`src/rtl/trackball_pkg.sv`:
```
// trackball_pkg: shared types and trakball_o bit positions for the trackball emulator
package trackball_pkg;
  typedef enum logic {IDLE, MOVE} axis_state_t;
  localparam int TB_HCLK   = 0;
  localparam int TB_HDIR   = 1;
  localparam int TB_VCLK   = 2;
  localparam int TB_VDIR   = 3;
  localparam int TB_P2_OFS = 4;
endpackage

```
`src/rtl/trackball_axis.sv`:
```
// trackball_axis: one trackball axis, clock/direction pair with ramped step rate
// Ports: clk, rst (async, active-high), pos_i/neg_i (active-high direction requests),
//        tick_i (one-cycle base tick), clk_o (quadrature-style step clock), dir_o (1 = pos).
module trackball_axis
  import trackball_pkg::*;
#(
  parameter int PERIOD_MAX = 40,
  parameter int PERIOD_MIN = 4
) (
  input  logic clk,
  input  logic rst,
  input  logic pos_i,
  input  logic neg_i,
  input  logic tick_i,
  output logic clk_o,
  output logic dir_o
);
  localparam int W = $clog2(PERIOD_MAX + 1);
  localparam logic [W-1:0] PMAX = W'(PERIOD_MAX);
  localparam logic [W-1:0] PMIN = W'(PERIOD_MIN);
  axis_state_t state_q;
  logic [W-1:0] period_q, cnt_q;
  logic clk_q, dir_q;
  logic stop;
  // leave MOVE when the press that started the move goes away or both sides are pressed
  assign stop = !(dir_q ? pos_i : neg_i) || (pos_i && neg_i);
  always_ff @(posedge clk or posedge rst) begin
    if (rst) begin
      state_q  <= IDLE;
      period_q <= PMAX;
      cnt_q    <= '0;
      clk_q    <= 1'b0;
      dir_q    <= 1'b0;
    end else begin
      case (state_q)
        IDLE: if (pos_i ^ neg_i) begin
          state_q  <= MOVE;
          dir_q    <= pos_i;
          period_q <= PMAX;
          cnt_q    <= '0;
        end
        MOVE: if (stop) state_q <= IDLE;
          else if (tick_i) begin
            if (cnt_q == '0) begin
              clk_q    <= ~clk_q;
              cnt_q    <= period_q - 1'b1;
              period_q <= (period_q > PMIN) ? period_q - 1'b1 : PMIN;
            end else cnt_q <= cnt_q - 1'b1;
          end
        default: state_q <= IDLE;
      endcase
    end
  end
  assign clk_o = clk_q;
  assign dir_o = dir_q;
endmodule

```
`src/rtl/joy_trackball_emu.sv`:
```
// joy_trackball_emu: drives Centipede trakball_i from two active-low digital joysticks
// Ports: clk_12mhz, reset (async, active-high), joy1_n/joy2_n {R,L,D,U} active-low async,
//        rotate (swap axes), trakball_o [3:0] P1 {vdir,vclk,hdir,hclk}, [7:4] P2 same order.
module joy_trackball_emu
  import trackball_pkg::*;
#(
  parameter int TICK_DIV   = 1200,
  parameter int PERIOD_MAX = 40,
  parameter int PERIOD_MIN = 4
) (
  input  logic       clk_12mhz,
  input  logic       reset,
  input  logic [3:0] joy1_n,
  input  logic [3:0] joy2_n,
  input  logic       rotate,
  output logic [7:0] trakball_o
);
  localparam int TW = (TICK_DIV > 1) ? $clog2(TICK_DIV) : 1;
  logic [7:0] s1_q, s2_q;
  logic [TW-1:0] div_q;
  logic tick;
  // synchronizers preset to released so nothing moves straight out of reset
  always_ff @(posedge clk_12mhz or posedge reset) begin
    if (reset) begin
      s1_q <= '1;
      s2_q <= '1;
    end else begin
      s1_q <= {joy2_n, joy1_n};
      s2_q <= s1_q;
    end
  end
  assign tick = (div_q == TW'(TICK_DIV - 1));
  always_ff @(posedge clk_12mhz or posedge reset) begin
    if (reset) div_q <= '0;
    else div_q <= tick ? '0 : div_q + 1'b1;
  end
  for (genvar p = 0; p < 2; p++) begin : g_pl
    logic r, l, d, u;
    assign {r, l, d, u} = ~s2_q[4*p +: 4];
    trackball_axis #(.PERIOD_MAX(PERIOD_MAX), .PERIOD_MIN(PERIOD_MIN)) u_h (
      .clk(clk_12mhz), .rst(reset),
      .pos_i(rotate ? u : r), .neg_i(rotate ? d : l), .tick_i(tick),
      .clk_o(trakball_o[TB_P2_OFS*p + TB_HCLK]), .dir_o(trakball_o[TB_P2_OFS*p + TB_HDIR])
    );
    trackball_axis #(.PERIOD_MAX(PERIOD_MAX), .PERIOD_MIN(PERIOD_MIN)) u_v (
      .clk(clk_12mhz), .rst(reset),
      .pos_i(rotate ? l : u), .neg_i(rotate ? r : d), .tick_i(tick),
      .clk_o(trakball_o[TB_P2_OFS*p + TB_VCLK]), .dir_o(trakball_o[TB_P2_OFS*p + TB_VDIR])
    );
  end
endmodule

```
`config.mk`:
```
export PLATFORM = sky130hd
export DESIGN_NAME = joy_trackball_emu
export DESIGN_NICKNAME = d
export VERILOG_FILES = /design/src/rtl/trackball_pkg.sv /design/src/rtl/trackball_axis.sv /design/src/rtl/joy_trackball_emu.sv
export SDC_FILE = /design/constraint.sdc
export NUM_CORES = 1
export LEC_CHECK = 0
export CORE_ASPECT_RATIO = 0.6
export CORE_MARGIN = 3
export CORE_UTILIZATION = 55
export DETAILED_ROUTE_END_ITERATION = 7
export HOLD_SLACK_MARGIN = 0.08
export PLACE_DENSITY_LB_ADDON = 0.3
export REMOVE_ABC_BUFFERS = 1
export SYNTH_ARGS = -nofsm -noshare
export SYNTH_HDL_FRONTEND = slang
export SYNTH_SLANG_ARGS = --single-unit
```
`constraint.sdc`:
```
create_clock -name clk_12mhz -period 2.7 [get_ports clk_12mhz]
set_input_delay 0.675 -clock clk_12mhz [delete_from_list [all_inputs] [get_ports clk_12mhz]]
set_output_delay 0.675 -clock clk_12mhz [all_outputs]
set_load 0.05 [all_outputs]
```
==> metrics.md <==
| Metric | Value |
|---|---|
| Status | `finished clean` |
| Post-synthesis mux area share | `5.274%` |
| Die span in y | `78.48 microns` |
| Worst Tran Pin Value | `0.8680 ns` |
| Routed wire per std cell | `16.10 microns` |
| Max transition margin | `40.64%` |
| Initial Utilization | `58.76%` |
| Compound-Gate Fraction of Synth Area | `15.67%` |
| Clock latency at the later pin of the worst-skew pair | `0.34 ns` |
| Fmax | `385.1 MHz` |
| Number of synthesized flops with an enable pin | `0` |
| Antenna cell count | `0` |
| First-pass GRT wire length | `18080 microns` |
| Synth top area cells | `dfrtp_1 33%, dfstp_2 13%, ha_1 5.5%` |
| Biggest area consumer among synthesized cells | `dfrtp_1` |
| Final wirelength | `10610 microns` |
| Period utilization | `96.19%` |
| Max cap viols | `0` |
| ANT nets after route | `0` |
| Share of cells above drive strength 1 | `20.15%` |
| Crit-path cells | `or4b_4, or3_4, or4_4, or4_1, nand3_1` |
| Dpl ws | `-0.4205 ns` |
| Sink Count | `87` |
| Via count | `3829` |
| Initial antenna violation count | `0` |
| Die width | `126.8 microns` |
| Row count | `25` |
| Worst-path clk slew | `0.06 ns` |
| Io pins | `19` |
| Worst VDD drop | `0.3590 mV` |
| Largest family of logic cells by synthesized area | `simple AND/OR/NAND/NOR gates` |
| Cell count after placement | `643` |
| Pwr Density | `777.3 nW/um^2` |
| Via/cell ratio | `5.810` |
| Synth Flop Type | `dfrtp_1` |
| Total power | `4.460 mW` |
| Worst min path class | `reg -> reg` |
| Post-synth cell types | `66` |
| Ys async rst share | `100.0%` |
| Iter 0 DRT Violations | `269` |
| Post-DP HPWL | `7886 microns` |
| Area Growth Syn to Fin | `19.15%` |
| Fin cells | `659` |
| CP max stage cell | `or4b_4` |
| Synth top cells by count | `63 x dfrtp_1, 40 x nor2_1, 36 x nand2_1` |
| Kind of critical path | `reg -> reg` |
| Nets@finish | `578` |
| Yosys reg bits | `87` |
| Final setup violating endpoints | `0` |
| Critical path data required time | `2.98 ns` |
| Simple-Gate Fraction of Synth Area | `18.19%` |
| YS warnings | `0` |
| Synth top area share | `32.74%` |
| Final GP Congestion | `0.8766` |
| CTS tree | `yes` |
| CORE AREA | `8195 sq um` |
| Post-CTS setup buffer count | `0` |
| Post-synthesis xor/xnor area fraction | `4.910%` |
| DRC Markers | `0` |
| TritonCTS Buffers | `9` |
| Gr ovfl total | `0` |
| H-Tree Depth | `3` |
| Synthesized instance count | `485` |
| Clk root buf | `clkbuf_16` |
| Final hold slack | `0.3550 ns` |
| Register area share after synthesis | `45.83%` |
| Critical Path AT | `2.88 ns` |
| Synth Area in Adders | `5.456%` |
| Syn Std Cell Area | `4816 sq um` |
| Leakage | `2.561 nW` |
| Skew final | `0.005532 ns` |
| Largest net degree at the start of global routing | `33` |
| Slowest Stage Delay on Critical Path | `0.59 ns` |
| RSZ-0062 raised after global routing | `no` |
| Leading cell type by number of instances after synthesis | `dfrtp_1` |
| Final Hold Fails | `0` |
| IO Port Bufs | `18` |
| Slew Viols, Final | `0` |
| Final WS setup | `0.1030 ns` |
| Clock period minus final worst setup slack | `2.597 ns` |
| Overall routing resource usage | `22.48%` |
| Crit path max fanout | `5` |
| Startpoint types | `flop` |
| Clk buf depth | `2` |
| Drt first pass iters | `5` |
| Die footprint | `9952 sq um` |
| Syn_area_per_cell | `9.930 sq um` |
| Worst Setup End Kind | `flop` |
| Vias in the first global route | `3770` |
==> through the flow <==
step	util [%]	area, sq um	TNS (ns)
floorplan	-	4722	-11.88
global placement	66.09	5416	-9.352
detailed placement	66.09	5416	-12.91
CTS	69.88	5727	0
global route	70.02	5738	0
finish	70.02	5738	0
==> registers in the layout (all words and copies together), names as in the netlist, 8 cells and up <==
| signal | count |
|---|---|
| div_q | 11 |
| g_pl.u_h.cnt_q | 12 |
| g_pl.u_h.period_q | 12 |
| g_pl.u_v.cnt_q | 12 |
| g_pl.u_v.period_q | 12 |
| s1_q | 8 |
| s2_q | 8 |
==> report_power, final <==
part / internal (mW) / switching (mW) / leakage, nW
Sequential: 1.46 / 0.181 / 1.09
Clock: 0.713 / 0.501 / 0.142
Combinational: 0.697 / 0.907 / 1.33
Total: 2.87 / 1.59 / 2.56
==> path summary, 6_finish.rpt <==
path / slack [ns] / cells after the start / endpoint / from
max: 0.10 / 5 / g_pl[0].u_v.period_q[3]$_DFFE_PP1P_ / div_q[6]$_DFF_PP0_
min: 0.35 / 0 / s2_q[5]$_DFF_PP1_ / s1_q[5]$_DFF_PP1_
max reg2reg: 0.10 / 5 / g_pl[0].u_v.period_q[3]$_DFFE_PP1P_ / div_q[6]$_DFF_PP0_
min reg2reg: 0.35 / 0 / s2_q[5]$_DFF_PP1_ / s1_q[5]$_DFF_PP1_
max in group asynchronous: 1.37 / 3 / g_pl[1].u_h.period_q[3]$_DFFE_PP1P_ / reset
min in group asynchronous: 0.70 / 2 / g_pl[0].u_v.cnt_q[2]$_DFFE_PP0P_ / reset
==> layout by cell type (no fill, tap or decap), drive strengths merged, types with 10 or more instances in the layout <==
cell,netlist,final
inv,35,34
mux2i,13,13
o21ai,32,32
xor2,10,10
nor3,18,18
buf,9,47
nor2,40,40
clkbuf,6,10
dfrtp,63,63
nand3,21,21
a21oi,12,12
xnor2,17,17
ha,21,21
nand2,36,36
dfstp,24,24
clkdlybuf4s50,0,17
==> logic make-up (layout without fill, tap and decap cells) <==
logic type	Yosys count	in the layout
and+or+nand+nor	170	170
AOI/OAI and AO/OA	108	108
DFF	87	87
buffers and inverters	50	116
xor gates and xnor gates	27	27
muxes	22	22
adders and majority gates	21	21
==> worst max-delay path: cells and delay by family, from the launching register on <==
| kind | cells | cell delay, ns |
|---|---|---|
| flops | 1 | 0.42 |
| simple gates | 5 | 2.11 |
==> area by class of cell <==
class	instances	area, sq um
Timing Repair Buffer	65	564.3
Inverter	35	132.6
Clock inverter	6	61.31
Multi-Input combinational cell	348	2409
Fill cell	608	2457
Tap cell	108	135.1
Sequential cell	87	2207
Clock buffer	10	229.0
==> per-layer routing <==
layer	track usage, %	part of all wire (%)	vias up	wire length [microns]
li1	-	-	1861	-
met1	32.58	49	1835	5218
met2	33.54	44	120	4677
met3	5.710	5.5	13	587
met4	6.103	1.2	0	125
met5	0	0	-	0
==> timing repair <==
item	CTS	global route
endpoints found under the setup margin	12	20
resized for setup	4	3
hold buffers	0	0
Power figures use the tool's default switching activity.
